**config.mk**
```make
export PLATFORM = sky130hd
export DESIGN_NAME = store_bmp_flat
export DESIGN_NICKNAME = d
export VERILOG_FILES = /design/src/rtl/store_bmp_if.sv /design/src/rtl/store_bmp.sv /design/src/flat_wrapper.sv
export SDC_FILE = /design/constraint.sdc
export NUM_CORES = 1
export LEC_CHECK = 0
export ABC_CLOCK_PERIOD_IN_PS = 4910
export BUFFER_PORTS_ARGS = -buffer_cell sky130_fd_sc_hd__buf_4
export CORE_MARGIN = 2
export CORE_UTILIZATION = 63
export CTS_CLUSTER_SIZE = 8
export DETAILED_ROUTE_END_ITERATION = 10
export HOLD_SLACK_MARGIN = 0.02
export PLACE_DENSITY = 0.85
export SYNTH_ARGS = -nofsm -noshare
export SYNTH_HDL_FRONTEND = slang
export SYNTH_SLANG_ARGS = --single-unit
```
**constraint.sdc**
```tcl
create_clock -name clk -period 4.91 [get_ports clk]
set_clock_uncertainty 0.1 [all_clocks]
set_input_delay 0.491 -clock clk [delete_from_list [all_inputs] [get_ports clk]]
set_output_delay 0.491 -clock clk [all_outputs]
set_load 0.01 [all_outputs]
```
**src/rtl/store_bmp_if.sv**
```systemverilog
// Stream/RAM signal bundle for store_bmp; slave is the store_bmp side, master the RAM/sink/controller side.
interface store_bmp_if #(
    parameter int BYTE_WIDTH = 8,
    parameter int ADDR_WIDTH = 20
);
    logic                  in_valid;
    logic [BYTE_WIDTH-1:0] RAM_Q;
    logic                  RAM_rd;
    logic [ADDR_WIDTH-1:0] RAM_addr;
    logic                  out_valid;
    logic                  out_ready;
    logic [BYTE_WIDTH-1:0] out_data;
    logic                  out_last;
    logic                  busy;
    logic                  done;

    modport slave (
        input  in_valid, RAM_Q, out_ready,
        output RAM_rd, RAM_addr, out_valid, out_data, out_last, busy, done
    );

    modport master (
        output in_valid, RAM_Q, out_ready,
        input  RAM_rd, RAM_addr, out_valid, out_data, out_last, busy, done
    );
endinterface

```
**src/rtl/store_bmp.sv**
```systemverilog
// store_bmp: reads the image RAM back from address 0 to TOTAL_SIZE-1 onto a valid/ready byte stream.
// Defining STORE_BMP_CHECKSUM_EN adds a 32-bit running sum of transferred bytes on port checksum.
//
// state  | meaning
// IDLE   | waiting for in_valid
// FETCH  | issuing RAM reads while the FIFO plus in-flight read has room
// DRAIN  | all reads issued; emptying the FIFO
// FINISH | one-cycle done pulse
module store_bmp #(
    parameter int BYTE_WIDTH = 8,
    parameter int ADDR_WIDTH = 20,
    parameter int TOTAL_SIZE = 2**20-1,
    parameter int FIFO_DEPTH = 4
) (
    input  logic       clk,
    input  logic       rst_n,
    store_bmp_if.slave bus
`ifdef STORE_BMP_CHECKSUM_EN
    ,
    output logic [31:0] checksum
`endif
);
    typedef enum logic [1:0] {IDLE, FETCH, DRAIN, FINISH} state_t;

    localparam int PW = $clog2(FIFO_DEPTH);
    localparam int CW = $clog2(FIFO_DEPTH + 1);
    localparam logic [ADDR_WIDTH-1:0] SIZE  = ADDR_WIDTH'(TOTAL_SIZE);
    localparam logic [ADDR_WIDTH-1:0] LAST  = ADDR_WIDTH'(TOTAL_SIZE - 1);
    localparam logic [CW:0]           DEPTH = (CW+1)'(FIFO_DEPTH);

    state_t                state_q, state_d;
    logic [ADDR_WIDTH-1:0] addr_q;
    logic [ADDR_WIDTH-1:0] cnt_q;
    logic                  inflight_q;
    logic [BYTE_WIDTH-1:0] mem_q [FIFO_DEPTH];
    logic [PW-1:0]         wr_ptr_q, rd_ptr_q;
    logic [CW-1:0]         count_q;
    logic                  start, rd, push, pop, last_xfer;

    assign push      = inflight_q;
    assign pop       = bus.out_valid && bus.out_ready;
    assign last_xfer = pop && (cnt_q == LAST);

    always_ff @(posedge clk or negedge rst_n) begin
        if (!rst_n) state_q <= IDLE;
        else        state_q <= state_d;
    end

    always_comb begin
        state_d = state_q;
        start   = 1'b0;
        rd      = 1'b0;
        unique case (state_q)
            IDLE: begin
                if (bus.in_valid) begin
                    start   = 1'b1;
                    state_d = FETCH;
                end
            end
            FETCH: begin
                // the in-flight read reserves a FIFO slot so the push can never overflow
                rd = (addr_q < SIZE) && (({1'b0, count_q} + (CW+1)'(inflight_q)) < DEPTH);
                if (rd && (addr_q == LAST)) state_d = DRAIN;
            end
            DRAIN: begin
                if (last_xfer) state_d = FINISH;
            end
            FINISH:  state_d = IDLE;
            default: state_d = IDLE;
        endcase
    end

    always_ff @(posedge clk or negedge rst_n) begin
        if (!rst_n) begin
            addr_q     <= '0;
            cnt_q      <= '0;
            inflight_q <= 1'b0;
            wr_ptr_q   <= '0;
            rd_ptr_q   <= '0;
            count_q    <= '0;
            for (int i = 0; i < FIFO_DEPTH; i++) mem_q[i] <= '0;
        end else if (start) begin
            addr_q     <= '0;
            cnt_q      <= '0;
            inflight_q <= 1'b0;
            wr_ptr_q   <= '0;
            rd_ptr_q   <= '0;
            count_q    <= '0;
        end else begin
            if (rd) addr_q <= addr_q + ADDR_WIDTH'(1);
            inflight_q <= rd;
            if (push) begin
                mem_q[wr_ptr_q] <= bus.RAM_Q;
                wr_ptr_q        <= wr_ptr_q + PW'(1);
            end
            if (pop) begin
                rd_ptr_q <= rd_ptr_q + PW'(1);
                cnt_q    <= cnt_q + ADDR_WIDTH'(1);
            end
            if (push && !pop)      count_q <= count_q + CW'(1);
            else if (pop && !push) count_q <= count_q - CW'(1);
        end
    end

`ifdef STORE_BMP_CHECKSUM_EN
    always_ff @(posedge clk or negedge rst_n) begin
        if (!rst_n)     checksum <= '0;
        else if (start) checksum <= '0;
        else if (pop)   checksum <= checksum + 32'(bus.out_data);
    end
`endif

    assign bus.RAM_rd    = rd;
    assign bus.RAM_addr  = addr_q;
    assign bus.out_valid = (count_q != '0);
    assign bus.out_data  = mem_q[rd_ptr_q];
    assign bus.out_last  = bus.out_valid && (cnt_q == LAST);
    assign bus.busy      = (state_q != IDLE);
    assign bus.done      = (state_q == FINISH);
endmodule

```
**src/flat_wrapper.sv**
```systemverilog
// flat-port wrapper written by rule: the top's interface ports become plain ports
module store_bmp_flat 
#(
    parameter int BYTE_WIDTH = 8,
    parameter int ADDR_WIDTH = 20,
    parameter int TOTAL_SIZE = 2**20-1,
    parameter int FIFO_DEPTH = 4
)
  (clk, rst_n, bus_in_valid, bus_RAM_Q, bus_out_ready, bus_RAM_rd, bus_RAM_addr, bus_out_valid, bus_out_data, bus_out_last, bus_busy, bus_done);
  store_bmp_if #(.BYTE_WIDTH(BYTE_WIDTH), .ADDR_WIDTH(ADDR_WIDTH)) bus_i ();
  input  logic clk;
  input  logic rst_n;
  input wire logic [$bits(bus_i.in_valid)-1:0] bus_in_valid;
  input wire logic [$bits(bus_i.RAM_Q)-1:0] bus_RAM_Q;
  input wire logic [$bits(bus_i.out_ready)-1:0] bus_out_ready;
  output wire logic [$bits(bus_i.RAM_rd)-1:0] bus_RAM_rd;
  output wire logic [$bits(bus_i.RAM_addr)-1:0] bus_RAM_addr;
  output wire logic [$bits(bus_i.out_valid)-1:0] bus_out_valid;
  output wire logic [$bits(bus_i.out_data)-1:0] bus_out_data;
  output wire logic [$bits(bus_i.out_last)-1:0] bus_out_last;
  output wire logic [$bits(bus_i.busy)-1:0] bus_busy;
  output wire logic [$bits(bus_i.done)-1:0] bus_done;
  assign bus_i.in_valid = bus_in_valid;
  assign bus_i.RAM_Q = bus_RAM_Q;
  assign bus_i.out_ready = bus_out_ready;
  assign bus_RAM_rd = bus_i.RAM_rd;
  assign bus_RAM_addr = bus_i.RAM_addr;
  assign bus_out_valid = bus_i.out_valid;
  assign bus_out_data = bus_i.out_data;
  assign bus_out_last = bus_i.out_last;
  assign bus_busy = bus_i.busy;
  assign bus_done = bus_i.done;
  store_bmp #(.BYTE_WIDTH(BYTE_WIDTH), .ADDR_WIDTH(ADDR_WIDTH), .TOTAL_SIZE(TOTAL_SIZE), .FIFO_DEPTH(FIFO_DEPTH)) u_core (.clk(clk), .rst_n(rst_n), .bus(bus_i));
endmodule
```
After elaboration in Yosys (flattened, before gate mapping)
Index checks and enable logic that the tools add are counted.
Widths: inputs -> output; s select.
{"block": "classes", "bitwise": 3, "n_lt_le_gt_ge": 5, "muxes": 25, "reduce_logical": 19, "eq_ne": 8, "add_sub_neg": 7}
{"operator": "$mux 20", "n": 4}
{"operator": "$add 20x1->20 const B", "n": 2}
{"operator": "$eq 20x20->1 const B", "n": 2}
{"operator": "$bwmux 32", "n": 1}
{"operator": "$mux 8", "n": 3}
{"operator": "$lt 20x20->1 const B", "n": 1}
{"operator": "$bmux 8 s2", "n": 1}
{"operator": "$demux 8 s2", "n": 1}
{"operator": "$mux 2", "n": 7}
{"operator": "$mux 3", "n": 3}
{"operator": "$logic_and 1x1->1", "n": 8}
{"operator": "$pmux 2 s4", "n": 1}
{"operator": "$reduce_bool 2->1", "n": 4}
{"operator": "$ge 3x3->1 const B", "n": 2}
{"operator": "$not 2->3", "n": 2}
{"operator": "$reduce_bool 3->1", "n": 2}
{"operator": "$add 2x1->2 const B", "n": 2}
{"operator": "$add 3x1->4", "n": 1}
{"operator": "$eq 2x2->1 const B", "n": 2}
{"operator": "$lt 4x3->1 const B", "n": 1}
{"operator": "$mux 1", "n": 4}
{"operator": "$ne 2x1->1 const B", "n": 2}
{"operator": "$add 3x1->3 const B", "n": 1}
{"operator": "$lt 3x1->1 const B", "n": 1}
{"operator": "other kinds (8)", "n": 9}
{"block": "totals", "register_bits": 82, "in_bits": 12, "output_inout_bits": 33, "word_cells": 78}

Logic depth before layout (Yosys ltp)
Gate-level depths: netlist of run 1.
{"block": "depth", "word_depth": 6, "ltp_mapped": 8, "mapped_depth_nobuf": 7}

Worst setup path after synthesis of run 1
OpenSTA, ideal clock, no wires.
{"block": "synth_timing", "path_kind": "in2reg", "from": "in bus_out_ready", "to": "reg u_core.count_q[2]", "required_ns": 4.732, "path_slack_ns": 2.571, "path_stages": 8, "t_arrival_ns": 2.162, "cell_sequence": "o31a_1 clkbuf_1 inv_1 ha_1 fa_1 xnor2_1 or3_1 a21oi_1"}
{"block": "synth_between", "elab_chain_cells": 5, "word_cells_on_any_way": 7, "cone_classes": "mux (2); reduce/logical (5)"}
{"element": "start: declaration", "line_no": "flat_wrapper.sv:15", "source": "input wire logic [$bits(bus_i.out_ready)-1:0] bus_out_ready;"}
{"element": "$logic_and 1x1->1 (*)", "line_no": "store_bmp.sv:41", "source": "assign pop = bus.out_valid && bus.out_ready;"}
{"element": "$logic_not 1->1", "line_no": "store_bmp.sv:100", "source": "if (push && !pop) count_q <= count_q + CW'(1);"}
{"element": "$logic_and 1x1->1", "line_no": "store_bmp.sv:100"}
{"element": "$mux 3", "line_no": "store_bmp.sv:100"}
{"element": "$mux 3", "line_no": "store_bmp.sv:82", "source": "end else if (start) begin"}
{"element": "end signal: assignment", "line_no": "store_bmp.sv:100"}
{"element": "end signal: assignment", "line_no": "store_bmp.sv:101", "source": "else if (pop && !push) count_q <= count_q - CW'(1);"}
{"element": "end: declaration", "line_no": "store_bmp.sv:37", "source": "logic [CW-1:0] count_q;"}
Mark *: on every way between the ends. The rest lies on a longest branch, timed or not.
A chain may end at the register's enable or synchronous reset.

Worst setup path after layout of run 1
{"block": "layout_timing", "from": "reg u_core.addr_q[0] (netlist: u_core.bus.RAM_addr[0])", "to": "out bus_RAM_rd"}
{"block": "layout_between", "elab_chain_cells": 3}
{"element": "start: declaration", "line_no": "store_bmp.sv:32", "source": "logic [ADDR_WIDTH-1:0] addr_q;"}
{"element": "start signal: assignment", "line_no": "store_bmp.sv:90", "source": "if (rd) addr_q <= addr_q + ADDR_WIDTH'(1);"}
{"element": "$lt 20x20->1", "line_no": "store_bmp.sv:62", "source": "rd = (addr_q < SIZE) && (({1'b0, count_q} + (CW+1)'(inflight_q)) < DEPTH);"}
{"element": "$logic_and 1x1->1", "line_no": "store_bmp.sv:62"}
{"element": "$mux 1", "line_no": "store_bmp.sv:53", "source": "unique case (state_q)"}
{"element": "end: declaration", "line_no": "flat_wrapper.sv:16", "source": "output wire logic [$bits(bus_i.RAM_rd)-1:0] bus_RAM_rd;"}
No other way between the ends.

==> impl_results.md, run 1 <==
- Worst setup margin: 2.17 ns
- Power after layout: 2.88 mW
- Crit path max-delay cell type: nor3_2
- Static Leak: 2.05 nW
- CTS clk-pin slew, worst paths: 0.09 ns
- Post-synthesis average cell area: 11.5 um2
- Hpwl dp: 5.41 mm
- Worst Setup SP: u_core.bus.RAM_addr[0]$_DFFE_PN0P_
- Gr ovfl total: 0
- CTS resizes: 0
- Synth Instances: 366
- Antenna diodes: 0
- Die ar.: 7350 um2
- Placed inst area: 4580 um2
- DRT Pass-1 Iters: 5
- Worst Setup Slack post-DPL: 2.43 ns
- Mapped cell area: 4210 um2
- CTS tree: built
- Peak supply drop: 0.000402 V
- Antenna viol nets, final: 0
- Initial antenna violation count: 0
- Setup_tns: 0 ns
- Max Clk Rate: 365 MHz
- Setup repair bufs after CTS: 0
- First-pass GRT wire length: 13.5 mm
- Final Net Count: 437
- MaxCap Viol Count: 0
- Largest net degree at the start of global routing: 83
- Design Area, Final: 4760 um2
- Hold_buf cts: 0
- Die Span Y: 85.7 um
- P per Cell Area: 606 nW/um2
- Syn Nets: 393
- Total clock sinks: 82
- R2r worst-path depth: 7
- Largest cells by area after synthesis: dfrtp_1, mux2_2, xnor2_1, nor2_1, mux4_2
- Dpl cells: 476
- Commonest non-fill, non-tap cell in the layout: dfrtp_1
- Worst EP arrival: 2.15 ns
- Commonest cells after routing, fill and taps aside: dfrtp_1, nor2_1, buf_4, mux2_2, xnor2_1
- Vias: 2849
- Final WL: 7.99 mm
- # rows: 29
- Register area: 2050 um2
- Tightest Hold Check Type: in2async
- Layout cells sized above 1: 0.284
- Yosys Warn Count: 0
- I/O Buffers: 44
- Status: completed
- Setup crit end kind: output port
- Fin. Hold Viols: 0
- Placer congestion estimate: 0.784
- Final Util: 0.746
- Clk_lat worst skew: 0.35 ns
- Number of remaining DRC errors: 0
- Area of the multi-input gates: 2040 um2
- Min Tclk post-route: 2.74 ns
- Core Box Area: 6390 um2
- Worst-Margin Slew: 1.01 ns
- Synth-to-Final Area Change: 13.2%
- Starting Density: 0.659
- Fill count: 424
- RSZ-0062 raised after global routing: no
- Synth cell types: 41
- Max incr delay on CP: 0.62 ns
- Routed len/inst: 16.2 um
- Vias in the first global route: 2831
- Clk buf depth: 2
- Non-Filler Instances: 492
- Top-area cell type share of the netlist area: 0.488
- CTS H-tree depth: 3
- GRT Total Usage: 0.235
- Final Max Tran Viols: 0
- Period utilization: 0.558
- Die Span X: 85.7 um
- Via density: 5.79
- Setup crit start kind: flop
- First DRT Iteration DRCs: 90
- Max FO, Critical Path: 9
- CP required: 4.32 ns
- Area leader, netlist: dfrtp_1
- Finish-stage setup viols: 0
- Hold_ws: 0.196 ns
- Num CTS Buffers: 9
- Slew margin rel.: 0.324
- FF+latch count, synth: 82
- I/O pins: 45
- FF-to-FF Start: u_core.state_q[0]$_DFFE_PN0P_
- Critical-path cell list: ha_1 > inv_1 > nor3_2 > a21oi_2 > buf_4
- Class of the most critical setup path: reg2out
- Post-synthesis sequential area ratio: 0.488
- Clock root buffer: clkbuf_8
## kinds of logic (layout without fill, tap and decap cells)
family | Yosys count | after routing | share of synthesized area
buf+inv | 27 | 76 | 0.0283
compound gates | 27 | 27 | 0.0604
flops | 82 | 82 | 0.488
mux | 43 | 43 | 0.136
xor+xnor | 40 | 40 | 0.0833
fa+ha+maj | 15 | 15 | 0.0464
simple gates | 132 | 132 | 0.158
## final timing paths
check,end,slack (ns)
max in group asynchronous,u_core.bus.RAM_addr[8]$_DFFE_PN0P_,3.86
max,bus_RAM_rd,2.17
min in group clk,u_core.mem_q[16]$_DFFE_PN0P_,0.29
min,u_core.cnt_q[16]$_DFFE_PN0P_,0.20
max reg2reg,u_core.bus.RAM_addr[6]$_DFFE_PN0P_,2.48
min reg2reg,u_core.mem_q[12]$_DFFE_PN0P_,0.41
## registers in the layout, indices dropped and copies added (netlist names)
signal / flops
u_core.cnt_q: 20
u_core.state_q: 2
u_core.wr_ptr_q: 2
u_core.mem_q: 32
u_core.inflight_q: 1
u_core.rd_ptr_q: 2
u_core.count_q: 3
u_core.bus.RAM_addr: 20
## cell type report
cell class	instances	area share
clock buffer	9	0.0260
clock inverter	7	0.0123
inverter	15	0.0118
multi-input combinational	257	0.428
sequential	82	0.431
tap	77	0.0202
timing repair buffer	45	0.0709
## routing by layer
layer / share of wire / GRT usage
met2: 0.50 / 0.384
met3: 0.040 / 0.0404
met4: 0.012 / 0.0837
met5: 0 / 0
met1: 0.45 / 0.321
## cell usage after synthesis
library cell,count
and2_1,4
a21oi_2,1
nand3_2,1
a31oi_4,1
a21oi_1,7
xor2_1,10
xnor2_1,30
mux2_1,1
a2bb2oi_2,1
nand4_1,9
mux2i_1,2
and4_1,3
nand2_1,18
nor3_1,9
ha_1,14
or3_1,4
a2111oi_4,1
inv_1,15
nand3_1,16
mux4_2,8
buf_6,2
mux2_2,32
nor4_1,7
clkbuf_1,7
dfrtp_1,82
a31o_1,1
buf_2,2
o31a_1,1
fa_1,1
a211oi_1,6
nand4_2,2
nor3_2,1
nor2_2,1
buf_1,1
and4_4,2
and3_1,5
a31o_2,1
a2111oi_2,4
nor2b_1,1
nor2_1,49
o21ai_0,3
## power breakdown
part           switching (mW)  leakage, nW  internal, mW
registers               0.261        0.997         0.940
logic                   0.568        0.964         0.658
clock network           0.264       0.0925         0.192
## worst max-delay path: cells and delay by family, from the launching register on
kind,cells,cell delay (ns)
AND/OR/NAND/NOR,1,0.62
adder cells (fa/ha/maj),1,0.23
AO/OA/AOI/OAI,1,0.23
buffers and inverters,2,0.27
flip-flops,1,0.44
No activity file was read; power rests on OpenSTA's default activity.
==> run 2: changes to the inputs <==
--- a/config.mk
+++ b/config.mk
@@ -5,14 +5,14 @@
 export SDC_FILE = /design/constraint.sdc
 export NUM_CORES = 1
 export LEC_CHECK = 0
-export ABC_CLOCK_PERIOD_IN_PS = 4910
+export ABC_CLOCK_PERIOD_IN_PS = 2600
 export BUFFER_PORTS_ARGS = -buffer_cell sky130_fd_sc_hd__buf_4
 export CORE_MARGIN = 2
-export CORE_UTILIZATION = 63
+export CORE_UTILIZATION = 59
 export CTS_CLUSTER_SIZE = 8
 export DETAILED_ROUTE_END_ITERATION = 10
 export HOLD_SLACK_MARGIN = 0.02
-export PLACE_DENSITY = 0.85
+export PLACE_DENSITY = 0.8
 export SYNTH_ARGS = -nofsm -noshare
 export SYNTH_HDL_FRONTEND = slang
 export SYNTH_SLANG_ARGS = --single-unit
==> constraint.sdc (replaced) <==
create_clock -name clk -period 2.6 [get_ports clk]
set_clock_uncertainty 0.1 [all_clocks]
set_input_delay 0.26 -clock clk [delete_from_list [all_inputs] [get_ports clk]]
set_output_delay 0.26 -clock clk [all_outputs]
set_load 0.01 [all_outputs]
==> run 2 against run 1 <==
- clock-buffer cell count is 1 higher
- sequential cell count stayed put
- first-iteration DRC count is 68% higher
- clock power is 110% higher
- die area is 6.4% higher
- sequential power is 90% higher
- combinational power is 89% higher
- sequential share of layout area is 1.0 points lower
- final cell count is 5.3% higher
- non-clock buffer count is 7 higher
==> impl_results.md, run 2 (synthesized netlist as in run 1, its figures left out) <==
- Status: completed (unchanged)
- Placer congestion estimate: 0.837 (was 0.784)
- Finish-stage setup viols: 0 (unchanged)
- MaxCap Viol Count: 0 (unchanged)
- Worst r2r dst: u_core.state_q[1]$_DFFE_PN0P_ (was u_core.bus.RAM_addr[6]$_DFFE_PN0P_)
- Hold_ws: 0.0550 ns (was 0.196 ns)
- Clock power share: 0.175 (was 0.158)
- Num CTS Buffers: 9 (unchanged)
- CTS tree: built (unchanged)
- Dpl cells: 501 (was 476)
- Clock root buffer: clkbuf_8 (unchanged)
- CP required: 2.24 ns (was 4.32 ns)
- GRT Total Usage: 0.230 (was 0.235)
- Commonest non-fill, non-tap cell in the layout: dfrtp_1 (unchanged)
- Setup_tns: 0 ns (unchanged)
- Antenna diodes: 0 (unchanged)
- Worst Setup Slack post-DPL: 0.568 ns (was 2.43 ns)
- Total clock sinks: 82 (unchanged)
- Max Clk Rate: 426 MHz
- Peak supply drop: 0.000705 V (was 0.000402 V)
- First DRT Iteration DRCs: 151 (was 90)
- Vias: 2919 (was 2849)
- Period utilization: 0.903
- Core Box Area: 6830 um2 (was 6390 um2)
- Hpwl dp: 5.63 mm (was 5.41 mm)
- Hold_buf cts: 1 (was 0)
- Fill count: 495 (was 424)
- Min-delay src: bus_RAM_Q[5]
- Class of the most critical setup path: reg2out (unchanged)
- DRT Pass-1 Iters: 4 (was 5)
- Internal power: 3.51 mW (was 1.79 mW)
- Largest net degree at the start of global routing: 53 (was 83)
- RSZ-0062 raised after global routing: no (unchanged)
- CTS H-tree depth: 3 (unchanged)
- FF-to-FF Start: u_core.bus.RAM_addr[2]$_DFFE_PN0P_ (was u_core.state_q[0]$_DFFE_PN0P_)
- Clk buf depth: 2 (unchanged)
- Static Leak: 2.10 nW (was 2.05 nW)
- Starting Density: 0.616 (was 0.659)
- Final WL: 8.25 mm (was 7.99 mm)
- Fin. Hold Viols: 0 (unchanged)
- Slew margin rel.: 0.546 (was 0.324)
- Final Net Count: 444 (was 437)
- Worst Setup SP: u_core.state_q[1]$_DFFE_PN0P_ (was u_core.bus.RAM_addr[0]$_DFFE_PN0P_)
- Number of remaining DRC errors: 0 (unchanged)
- # rows: 30 (was 29)
- Clk_lat worst skew: 0.36 ns (was 0.35 ns)
- Hold Path End: u_core.mem_q[29]$_DFFE_PN0P_
- Seq pwr share: 0.409 (was 0.417)
- Setup crit start kind: flop (unchanged)
- Power after layout: 5.57 mW (was 2.88 mW)
- Setup repair bufs after CTS: 0 (unchanged)
- Setup crit end kind: output port (unchanged)
- CTS clk-pin slew, worst paths: 0.09 ns (about the same)
- Hold path cells: 2
- Vias in the first global route: 2875 (was 2831)
- Max FO, Critical Path: 9 (unchanged)
- Net Sw Power: 2.06 mW (was 1.09 mW)
- Die ar.: 7820 um2 (was 7350 um2)
- Final Max Tran Viols: 0 (unchanged)
- Commonest cells after routing, fill and taps aside: dfrtp_1, buf_4, nor2_1, mux2_2, xnor2_1 (was dfrtp_1, nor2_1, buf_4, mux2_2, xnor2_1)
- Routed len/inst: 15.9 um (was 16.2 um)
- Worst EP arrival: 1.99 ns (was 2.15 ns)
- I/O pins: 45 (unchanged)
- Layout cells sized above 1: 0.294 (was 0.284)
- CTS resizes: 0 (unchanged)
- Antenna viol nets, final: 0 (unchanged)
- Worst-Margin Slew: 0.681 ns (was 1.01 ns)
- First-pass GRT wire length: 13.8 mm (was 13.5 mm)
- Synth-to-Final Area Change: 16.1% (was 13.2%)
- Gr ovfl total: 0 (unchanged)
- Initial antenna violation count: 0 (unchanged)
- Largest register FFs: 32 (unchanged)
- I/O Buffers: 44 (unchanged)
- Reg2reg setup slack: 0.54 ns (was 2.48 ns)
- R2r worst-path depth: 5 (was 7)
- Non-Filler Instances: 518 (was 492)
- P per Cell Area: 1140 nW/um2 (was 606 nW/um2)
- Comb pwr share: 0.416 (was 0.425)
- Worst setup margin: 0.251 ns (was 2.17 ns)
- Largest Register: u_core.mem_q (unchanged)
- Switch share: 0.370 (was 0.379)
- Via density: 5.64 (was 5.79)
- Min Tclk post-route: 2.35 ns
- Tightest Hold Check Type: in2reg (was in2async)
- Die Span X: 88.4 um (was 85.7 um)
- Die Span Y: 88.4 um (was 85.7 um)
[run 2: stage by stage]
| stage | cell area [um2] | util |
|---|---|---|
| floorplan | 4210 | - |
| global placement | 4660 | 0.682 |
| detailed placement | 4660 | 0.682 |
| CTS | 4880 | 0.715 |
| global route | 4880 | 0.715 |
| finish | 4880 | 0.715 |
[run 2: worst max-delay path by stage]
stage / endpoint / slack (ns) / cells past startpoint
floorplan: u_core.count_q[2]$_DFFE_PN0P_ / 0.29 / 8
global placement: u_core.state_q[1]$_DFFE_PN0P_ / 0.60 / 5
detailed placement: u_core.count_q[2]$_DFFE_PN0P_ / 0.57 / 7
CTS: bus_RAM_rd / 0.24 / 5
global route: bus_RAM_rd / 0.15 / 5
finish: bus_RAM_rd / 0.25 / 5
[run 2: worst max-delay path: stages (launching register included)]
cell and delay, ns:
dfrtp_1 0.42, inv_1 0.12, ha_1 0.25, nand2_1 0.28
a21oi_2 0.37, buf_4 0.20
[run 2: layout make-up]
| type | instances | area [um2] | share of cell area |
|---|---|---|---|
| Sequential cell | 82 | 2050 | 0.420 |
| Multi-Input combinational cell | 257 | 2040 | 0.417 |
| Tap cell | 96 | 120 | 0.0246 |
| Clock buffer | 10 | 138 | 0.0282 |
| Timing Repair Buffer | 52 | 405 | 0.0830 |
| Inverter | 15 | 56.3 | 0.0115 |
| Clock inverter | 6 | 72.6 | 0.0149 |
[run 2: layer usage]
| layer | routed length (um) | track usage |
|---|---|---|
| met2 | 3980 | 0.353 |
| met4 | 148 | 0.0868 |
| met5 | 0 | 0 |
| met1 | 3750 | 0.325 |
| met3 | 373 | 0.0513 |
[run 2: power groups by stage]
stage / Clock (mW) / Combinational, mW / Sequential [mW]
2_1_floorplan: 0 / 1.64 / 2.15
3_3_place_gp: 0 / 2.25 / 2.26
3_5_place_dp: 0 / 2.32 / 2.30
4_1_cts: 0.978 / 2.35 / 2.28
5_1_grt: 1.04 / 2.55 / 2.36
6_report: 0.973 / 2.32 / 2.28
